## src/rtl/ifetch_queue.sv

```systemverilog
// Instruction-fetch front end: sequential fetch over a req/ack memory handshake,
// buffered in a small FIFO of {inst, pc+4} pairs, with redirect flush and stale-request drop.
module ifetch_queue #(
    parameter int          DEPTH    = 4,
    parameter logic [31:0] RESET_PC = 32'd0
) (
    input  logic                     clk,
    input  logic                     rst,
    input  logic                     redirect,
    input  logic [31:0]              redirect_pc,
    output logic                     imem_req,
    output logic [31:0]              imem_addr,
    input  logic                     imem_ack,
    input  logic [31:0]              imem_data,
    output logic                     out_valid,
    output logic [31:0]              out_inst,
    output logic [31:0]              out_pc4,
    input  logic                     out_hold,
    output logic [$clog2(DEPTH):0]   count
);

    localparam int AW = $clog2(DEPTH);
    localparam logic [AW:0] FULL = (AW+1)'(DEPTH);

    typedef enum logic [1:0] {
        IDLE = 2'd0,
        REQ  = 2'd1,
        DROP = 2'd2
    } state_t;

    state_t        state_r, state_s;
    logic [31:0]   fetch_pc_r, fetch_pc_s;
    logic [31:0]   drop_pc_r, drop_pc_s;
    logic [AW:0]   count_r, count_s;
    logic [AW-1:0] rd_ptr_r, wr_ptr_r;
    logic [63:0]   mem_r [DEPTH];
    logic          push_s, pop_s;
    logic [31:0]   redir_pc_s;

    assign redir_pc_s = {redirect_pc[31:2], 2'b00};
    assign out_valid  = (count_r != {(AW+1){1'b0}});
    assign pop_s      = out_valid & ~out_hold & ~redirect;
    assign push_s     = (state_r == REQ) & imem_ack & ~redirect;

    assign imem_req  = (state_r != IDLE);
    assign imem_addr = (state_r == DROP) ? drop_pc_r : fetch_pc_r;
    assign out_inst  = out_valid ? mem_r[rd_ptr_r][63:32] : 32'h0;
    assign out_pc4   = out_valid ? mem_r[rd_ptr_r][31:0]  : 32'h0;
    assign count     = count_r;

    // Occupancy update; a redirect empties the queue regardless of push/pop.
    always_comb begin
        count_s = count_r;
        if (redirect) begin
            count_s = {(AW+1){1'b0}};
        end else begin
            count_s = count_r + {{AW{1'b0}}, push_s} - {{AW{1'b0}}, pop_s};
        end
    end

    // Fetch FSM next state and fetch/drop address bookkeeping.
    always_comb begin
        state_s    = state_r;
        fetch_pc_s = fetch_pc_r;
        drop_pc_s  = drop_pc_r;
        case (state_r)
            IDLE: begin
                if (redirect) begin
                    fetch_pc_s = redir_pc_s;
                    state_s    = REQ;
                end else if (count_r < FULL) begin
                    state_s = REQ;
                end else begin
                    state_s = IDLE;
                end
            end
            REQ: begin
                if (redirect && imem_ack) begin
                    fetch_pc_s = redir_pc_s;
                    state_s    = REQ;
                end else if (redirect) begin
                    // Memory still owes us a word for the old address; keep asking for it.
                    drop_pc_s  = fetch_pc_r;
                    fetch_pc_s = redir_pc_s;
                    state_s    = DROP;
                end else if (imem_ack) begin
                    fetch_pc_s = fetch_pc_r + 32'd4;
                    state_s    = (count_s < FULL) ? REQ : IDLE;
                end else begin
                    state_s = REQ;
                end
            end
            DROP: begin
                if (redirect) begin
                    fetch_pc_s = redir_pc_s;
                end else begin
                    fetch_pc_s = fetch_pc_r;
                end
                if (imem_ack) begin
                    state_s = REQ;
                end else begin
                    state_s = DROP;
                end
            end
            default: begin
                state_s = IDLE;
            end
        endcase
    end

    // Control state, pointers and occupancy registers.
    always_ff @(posedge clk) begin
        if (rst) begin
            state_r    <= IDLE;
            fetch_pc_r <= RESET_PC;
            drop_pc_r  <= RESET_PC;
            count_r    <= {(AW+1){1'b0}};
            rd_ptr_r   <= {AW{1'b0}};
            wr_ptr_r   <= {AW{1'b0}};
        end else begin
            state_r    <= state_s;
            fetch_pc_r <= fetch_pc_s;
            drop_pc_r  <= drop_pc_s;
            count_r    <= count_s;
            if (redirect) begin
                rd_ptr_r <= {AW{1'b0}};
                wr_ptr_r <= {AW{1'b0}};
            end else begin
                rd_ptr_r <= rd_ptr_r + {{(AW-1){1'b0}}, pop_s};
                wr_ptr_r <= wr_ptr_r + {{(AW-1){1'b0}}, push_s};
            end
        end
    end

    // FIFO storage; contents are qualified by count, so no reset is needed.
    always_ff @(posedge clk) begin
        if (push_s) begin
            mem_r[wr_ptr_r] <= {imem_data, fetch_pc_r + 32'd4};
        end else begin
            mem_r[wr_ptr_r] <= mem_r[wr_ptr_r];
        end
    end

endmodule

```

## config.mk

```make
export PLATFORM = sky130hd
export DESIGN_NAME = ifetch_queue
export DESIGN_NICKNAME = d
export VERILOG_FILES = /design/src/rtl/ifetch_queue.sv
export SDC_FILE = /design/constraint.sdc
export NUM_CORES = 1
export LEC_CHECK = 0
export ABC_CLOCK_PERIOD_IN_PS = 5950
export BUFFER_PORTS_ARGS = -buffer_cell sky130_fd_sc_hd__buf_2
export CAP_MARGIN = 20
export CORE_MARGIN = 10
export CORE_UTILIZATION = 52
export DETAILED_ROUTE_END_ITERATION = 10
export PLACE_DENSITY = 0.87
export SYNTH_ARGS = -nofsm -noshare
export SYNTH_HDL_FRONTEND = slang
export SYNTH_SLANG_ARGS = --single-unit
```

## constraint.sdc

```tcl
create_clock -name clk -period 5.95 [get_ports clk]
set_input_delay 0.2975 -clock clk [delete_from_list [all_inputs] [get_ports clk]]
set_output_delay 0.2975 -clock clk [all_outputs]
set_load 0.1 [all_outputs]
```

==> flow_metrics.tcl, run 1 <==
set metrics [dict create \
    first_global_vias 8623 \
    critPathMaxFanout 32 \
    drive_above_1_share 0.291 \
    drtAntennaViolNets 0 \
    die_w_um 182 \
    crit_start "state_r[0]" \
    start_util 0.526 \
    synthCells 961 \
    hold_buffers 20 \
    rsz0062_at_grt "false" \
    drv_slew 0 \
    nets 1191 \
    drt-vias-per-instance 5.79 \
    multiInputGateArea_um2 4480 \
    crit_type "register to register" \
    slowest_stage "nor2_4" \
    overflow 0 \
    finalSetupViolations 0 \
    tightest_slew_ns 1.03 \
    yosysTopAreaCell "edfxtp_1" \
    synth_edf_count 248 \
    yosys.cell_types.count 61 \
    synthTopCellsByCount "edfxtp_1, nand2_1, dfxtp_1" \
    hp-start "imem_data[7]" \
    ir_drop_v 0.000227 \
    syn_area_per_cell_um2 14.2 \
    grt_max_degree 65 \
    syn_area_um2 13600 \
    timing.fmax_mhz 289 \
    coreArea_um2 25900 \
    final_core_util 0.617 \
    total_power_w 0.00497 \
    outcome "finished, final reports clean" \
    p_per_area_nw_per_um2 311 \
    place_area_um2 14700 \
    critPathArrivalTime_ns 3.61 \
    fin_setup_tns_ns 0 \
    die_y_um 182 \
    maxCapViolCount 0 \
    final_hold_viol_count 0 \
    synth-seq-cells 317 \
    dieArea_um2 33100 \
    routed_wl_um 31500 \
    post-route-cell-area_um2 16000 \
    antenna_found_initial 2 \
    p_leak_nw 5.59 \
    wl_per_cell_um 21.2 \
    clk_latency_ns 0.51 \
    worst_path_largest_cell_delay_ns 0.80 \
    async_flop_share 0 \
    slew_headroom 0.313 \
    vias 8589 \
    hp-class "primary input to register" \
    grt_pass1_wl_um 48900 \
    numCtsBuffers 35 \
    fp-row-count 59 \
    synth_area_leaders "edfxtp_1, mux4_2, dfxtp_1" \
    seqCellArea_um2 8830 \
    numPortBuffers 163 \
    globalplace.congestion 0.873 \
    r2r_start "state_r[0]" \
    fillers 1921 \
    area_delta_synth_final_pct 17.3 \
    crit_chain "nand3b_1 -> or2_2 -> inv_1 -> nand2_1 -> nor2_4 -> buf_4" \
    yosysWarnings 0 \
    track_usage 0.185 \
    cts.clk_slew.worst_paths_ns 0.06 \
    worst_clock_skew_ns 0.0109 \
    htreeDepth 2 \
    period_share 0.582 \
    crit_path_start_kind "register" \
    hold_ws_ns 0.0153 \
    cts_tree "yes" \
    ios 170 \
    drt-initial-drc-count 835 \
    post-synth-top-count-cell "edfxtp_1" \
    clock-sinks 317 \
    cp-end-kind "register" \
    remaining_drc_errors 0 \
    period_minus_slack_ns 3.46 \
    required_ns 6.09 \
    cts_resized 0 \
    cts_setup_buffers 0 \
    yosys_most_used_dff "edfxtp_1" \
    cts-root-buf "clkbuf_16" \
    dp.final_hpwl_um 20200 \
    synth-seq-area-share 0.648 \
    dr.pass1.iters 6 \
    synth.top_cell.area_share 0.546 \
    clockBufferDepth 3 \
]
metrics by stage:
| stage | setup WS [ns] | cells |
|---|---|---|
| CTS | 2.47 | 1477 |
| floorplan | 0.0102 | 964 |
| finish | 2.49 | 1483 |
| global placement | 2.51 | 1394 |
| detailed placement | 2.44 | 1394 |
| global route | 2.22 | 1480 |
metal layers:
layer | global-route usage | up-vias | share of wire
met5 | 0 | - | 0
met4 | 0.0426 | 0 | 0.013
met3 | 0.0433 | 38 | 0.088
met2 | 0.308 | 361 | 0.50
met1 | 0.240 | 4243 | 0.40
li1 | - | 3947 | -
cells in the final DEF, fill, tap and decap left out, types with 12 or more instances in the layout:
master | synthesis | final
edfxtp_1 | 248 | 248
buf_2 | 12 | 163
nand2_1 | 101 | 101
dfxtp_1 | 69 | 67
nor2b_1 | 66 | 65
mux4_2 | 62 | 62
a21oi_1 | 50 | 50
clkbuf_16 | 0 | 35
nor2_1 | 29 | 27
mux2_2 | 27 | 27
xnor2_1 | 25 | 25
dlygate4sd3_1 | 0 | 20
nand3_1 | 18 | 18
o21ai_0 | 17 | 16
buf_4 | 4 | 16
nor3_1 | 15 | 12
a31oi_1 | 12 | 12
nand2b_1 | 12 | 12
logic make-up after synthesis:
family | Yosys count | synth area share
other | 1 | 0.000275
multiplexers | 92 | 0.127
adder cells (fa/ha/maj) | 4 | 0.00422
XOR/XNOR | 34 | 0.0218
flip-flops | 317 | 0.648
AO/OA/AOI/OAI | 124 | 0.0576
buffers and inverters | 91 | 0.0274
AND/OR/NAND/NOR | 298 | 0.114
final timing paths:
path	endpoint	slack, ns	cells after the start
max	mem_r[2][38]	2.49	6
min	mem_r[3][39]	0.02	1
max reg2reg	mem_r[2][38]	2.49	6
min reg2reg	drop_pc_r[3]	0.45	2
state kept, by name (all words and copies together), names as in the netlist:
register and count:
mem_r 248, fetch_pc_r 30, wr_ptr_r 2, drop_pc_r 30
rd_ptr_r 2, count 3, state_r 2
critical path: cells and delay by family, from the launching register on:
kind	cells	cell delay [ns]
flip-flops	1	0.65
AND/OR/NAND/NOR	4	1.63
buffers and inverters	2	0.77
where the power goes:
part | leakage [nW] | internal (W) | switching, W
logic | 2.21 | 0.000124 | 0.000365
clock network | 0.526 | 0.00117 | 0.000832
registers | 2.85 | 0.00243 | 0.0000452
total | 5.59 | 0.00373 | 0.00124
area by class of cell:
type                       count  area share
sequential                   317       0.552
clock inverter                21      0.0100
timing repair buffer         200      0.0720
clock buffer                  42      0.0564
tap                          335      0.0262
multi-input combinational    556       0.280
inverter                       8     0.00188
antenna                        4    0.000626
No activity file was read; power rests on OpenSTA's default activity.
==> inputs of run 2 (changes only) <==
ABC_CLOCK_PERIOD_IN_PS = 3050   (was 5950)
clock period = 3.05 ns   (was 5.95 ns; I/O delays follow)
==> flow_metrics.tcl, run 2 (same netlist as run 1, synthesis figures left out) <==
set metrics [dict create \
    globalplace.congestion 0.845 \
    ios 170 \
    fillers 1834 \
    seqCellArea_um2 8830 \
    die_y_um 182 \
    grt_max_degree 65 \
    htreeDepth 2 \
    pwr-share-clk 0.418 \
    place_ws_ns 0.700 \
    wl_per_cell_um 21.4 \
    p_leak_nw 5.82 \
    swShare 0.244 \
    multiInputGateArea_um2 4630 \
    cts-root-buf "clkbuf_16" \
    track_usage 0.192 \
    intPower_w 0.00759 \
    outcome "finished, final reports clean" \
    period_share 0.882 \
    min_path_cells 3 \
    fin_setup_tns_ns 0 \
    final_hold_viol_count 0 \
    antenna_found_initial 0 \
    tightest_slew_ns 1.10 \
    first_global_vias 9023 \
    power_switching_w 0.00244 \
    crit_path_start_kind "register" \
    grt_pass1_wl_um 51000 \
    cts.clk_slew.worst_paths_ns 0.05 \
    start_util 0.526 \
    m1WireLength_um 13400 \
    min_to "fetch_pc_r[26]" \
    dr.pass1.iters 6 \
    vias 8811 \
    wl_met3_um 2720 \
    largest_reg_flops 248 \
    finalWorstSetupSlack_ns 0.361 \
    area_delta_synth_final_pct 21.3 \
    ir_drop_v 0.000537 \
    dieArea_um2 33100 \
    p_per_area_nw_per_um2 607 \
    critPathArrivalTime_ns 2.54 \
    place_area_um2 15000 \
    die_w_um 182 \
    drtAntennaViolNets 0 \
    dp.final_hpwl_um 20300 \
    r2r-end "fetch_pc_r[26]" \
    maxCapViolCount 0 \
    finalSetupViolations 0 \
    routed_wl_um 32300 \
    clk_latency_ns 0.52 \
    regMostFlops "mem_r" \
    p_seq_frac 0.481 \
    remaining_drc_errors 0 \
    slew_headroom 0.267 \
    clock-sinks 317 \
    cts_setup_buffers 0 \
    nets 1221 \
    post-route-cell-area_um2 16500 \
    wl_met2_um 15400 \
    reg_top3 "mem_r: 248 flops, drop_pc_r: 30 flops, fetch_pc_r: 30 flops" \
    mostFrequentLayoutCell "edfxtp_1" \
    crit_type "register to output pin" \
    critPathMaxFanout 32 \
    timing.fmax_mhz 372 \
    dp_cells 1404 \
    required_ns 2.90 \
    clockBufferDepth 3 \
    rsz0062_at_grt "false" \
    comb_power_share 0.101 \
    final_cells 1507 \
    r2r_start "fetch_pc_r[3]" \
    overflow 0 \
    r2r_cells 6 \
    numCtsBuffers 34 \
    antenna_cells 0 \
    layout_common_cells "edfxtp_1, buf_2, nand2_1" \
    hp-class "primary input to register" \
    coreArea_um2 25900 \
    drv_slew 0 \
    hp-start "redirect_pc[26]" \
    drive_above_1_share 0.341 \
    topRoutingLayerUsed "met4" \
    fp-row-count 59 \
    regToRegSetupSlack_ns 0.60 \
    worst_clock_skew_ns 0.0230 \
    drt-initial-drc-count 754 \
    cts_tree "yes" \
    cp-end-kind "output pin" \
    numPortBuffers 163 \
    drt-vias-per-instance 5.85 \
    period_minus_slack_ns 2.69 \
]
[run 2: cell types whose count changed in the layout (fill, tap and decap cells not counted), sizes merged]
cell and change:
clkinv -5, dlygate4sd3 +23, diode -4, buf +8, inv -3, bufinv +3
clkbuf +2
[run 2: layout make-up]
class	instances	share of cell area
Sequential cell	317	0.534
Multi-Input combinational cell	556	0.280
Timing Repair Buffer	231	0.0898
Clock buffer	44	0.0562
Tap cell	335	0.0254
Clock inverter	16	0.0125
Inverter	8	0.00182
[run 2: worst max-delay path, cell delays in order, from the launching register on]
cell     delay (ns)
dfxtp_4        0.61
buf_12         0.33
mux4_2         0.55
nor2b_2        0.17
buf_2          0.34
[run 2: worst max path at each step]
stage,startpoint,endpoint,cells after the start
6_report,rd_ptr_r[0],out_inst[5],4
5_1_grt,rd_ptr_r[0],out_inst[25],4
4_1_cts,rd_ptr_r[0],out_inst[30],4
3_5_place_dp,fetch_pc_r[11],mem_r[1][31],4
3_3_place_gp,fetch_pc_r[3],fetch_pc_r[26],6
2_1_floorplan,state_r[0],mem_r[2][10],6
[run 2: power groups by stage]
stage               clock network [W]  registers [W]  logic, W
floorplan                           0        0.00486  0.000775
global placement                    0        0.00490  0.000938
detailed placement                  0        0.00491  0.000957
CTS                           0.00425        0.00482   0.00101
global route                  0.00444        0.00483   0.00107
finish                        0.00419        0.00482   0.00101
[run 2: metal layers]
metal  GRT usage  vias up
met5           0        -
met4      0.0556        0
met3      0.0402       59
met2       0.310      414
met1       0.257     4343
li1            -     3995
[run 2: timing repair]
action,4_1_cts,5_1_grt
resized for setup,0,0
hold buffers,43,0
hold endpoints to repair,139,0
[run 2: per-stage QoR]
stage | utilization | total power (W) | hold slack [ns]
final | 0.638 | 0.0100 | 0.0151
after global routing | 0.638 | 0.0103 | 0.0136
after CTS | 0.638 | 0.0101 | 0.000385
after detailed placement | 0.578 | 0.00587 | 0.371
after global placement | 0.578 | 0.00584 | 0.364
after floorplan | - | 0.00564 | 0.251
==> inputs of run 3 (changes only) <==
MAX_ROUTING_LAYER = met4   (was unset)
==> flow_metrics.tcl, run 3 (same netlist as run 1, synthesis figures left out) <==
set metrics [dict create \
    hold_buffers 43 \
    critPathMaxFanout 32 \
    gr-usage-met1 0.263 \
    htreeDepth 2 \
    hp-start "redirect_pc[26]" \
    p_per_area_nw_per_um2 606 \
    antenna_found_initial 0 \
    fp-row-count 59 \
    cp-end-kind "output pin" \
    post-route-cell-area_um2 16500 \
    drt-vias-per-instance 5.88 \
    required_ns 2.90 \
    numPortBuffers 163 \
    cts.clk_slew.worst_paths_ns 0.06 \
    final_hold_viol_count 0 \
    place_ws_ns 0.700 \
    remaining_drc_errors 0 \
    critPathArrivalTime_ns 2.53 \
    fin_setup_tns_ns 0 \
    track_usage 0.197 \
    reg_top3 "mem_r: 248 flops, drop_pc_r: 30 flops, fetch_pc_r: 30 flops" \
    ir_drop_v 0.000524 \
    drive_above_1_share 0.341 \
    busiest_layer "met2" \
    die_y_um 182 \
    rsz0062_at_grt "false" \
    coreArea_um2 25900 \
    grt_max_degree 65 \
    regToRegSetupSlack_ns 0.60 \
    nets 1221 \
    grt.met3_usage 0.0316 \
    die_w_um 182 \
    regMostFlops "mem_r" \
    antenna_cells 0 \
    met2_usage 0.309 \
    dieArea_um2 33100 \
    fillers 1834 \
    numCtsBuffers 34 \
    cts-root-buf "clkbuf_16" \
    hp-class "primary input to register" \
    p_leak_nw 5.82 \
    period_minus_slack_ns 2.68 \
    drt-initial-drc-count 812 \
    routed_wl_um 32400 \
    mostFrequentLayoutCell "edfxtp_1" \
    place_area_um2 15000 \
    drv_slew 0 \
    period_share 0.878 \
    worst_path_largest_cell_delay_ns 0.61 \
    crit_path_start_kind "register" \
    hold_ws_ns 0.0217 \
    finalSetupViolations 0 \
    cts_tree "yes" \
    crit_type "register to output pin" \
    worst_clock_skew_ns 0.0212 \
    r2r_cells 6 \
    min_to "fetch_pc_r[26]" \
    crit_chain "buf_12 -> mux4_2 -> nor2b_2 -> buf_2" \
    first_global_vias 9017 \
    dp.final_hpwl_um 20300 \
    cts_setup_buffers 0 \
    grt_pass1_wl_um 51000 \
    wl_per_cell_um 21.5 \
    min_path_cells 3 \
    clk_latency_ns 0.51 \
    start_util 0.526 \
    area_delta_synth_final_pct 21.3 \
    overflow 0 \
    cts_resized 0 \
    layout_common_cells "edfxtp_1, buf_2, nand2_1" \
    dr.pass1.iters 6 \
    clockBufferDepth 3 \
    r2r_start "fetch_pc_r[3]" \
    vias 8866 \
    slowest_stage "dfxtp_4" \
    globalplace.congestion 0.857 \
    finalWorstSetupSlack_ns 0.372 \
    largest_reg_flops 248 \
    ios 170 \
    maxCapViolCount 0 \
    outcome "finished, final reports clean" \
    r2r-end "fetch_pc_r[28]" \
    clock-sinks 317 \
    slew_headroom 0.265 \
    drtAntennaViolNets 0 \
    tightest_slew_ns 1.10 \
    timing.fmax_mhz 373 \
]
## run 3: final cells by class
cell class	instances	area, µm²	area share
multi-input cells	556	4630	0.280
well taps	335	419	0.0254
clock inverters	16	206	0.0125
inverters	8	30.0	0.00182
repair buffers	231	1480	0.0898
flip-flops and latches	317	8830	0.534
clock buffers	44	930	0.0562
## run 3: critical path, delay by kind of cell (launching register included)
kind                   cells  cell delay [ns]
AND/OR/NAND/NOR            1             0.17
flip-flops                 1             0.61
buffers and inverters      2             0.66
multiplexers               1             0.55
## run 3: worst max path at each step
stage / from / to / slack (ns) / depth (start not counted)
4_1_cts: rd_ptr_r[0] / out_inst[30] / 0.29 / 4
6_report: rd_ptr_r[0] / out_inst[5] / 0.37 / 4
3_5_place_dp: fetch_pc_r[11] / mem_r[1][31] / 0.70 / 4
2_1_floorplan: state_r[0] / mem_r[2][10] / -0.26 / 6
5_1_grt: rd_ptr_r[0] / out_inst[25] / 0.20 / 4
3_3_place_gp: fetch_pc_r[3] / fetch_pc_r[26] / 0.80 / 6
## run 3: metrics by stage
step           instances  utilization  power, W
2_1_floorplan        964            -   0.00564
3_3_place_gp        1404        0.578   0.00584
3_5_place_dp        1404        0.578   0.00587
4_1_cts             1507        0.638    0.0101
5_1_grt             1507        0.638    0.0103
6_report            1507        0.638    0.0100
## run 3: routing by layer
metal / vias up / share of wire
li1: 3990 / -
met5: - / 0
met3: 63 / 0.073
met4: 0 / 0.021
met1: 4394 / 0.42
met2: 419 / 0.48
## run 3: power by group
group          switching [W]  internal, W  total [W]
clock network        0.00161      0.00257    0.00419
logic               0.000738     0.000274    0.00101
registers          0.0000865      0.00474    0.00482
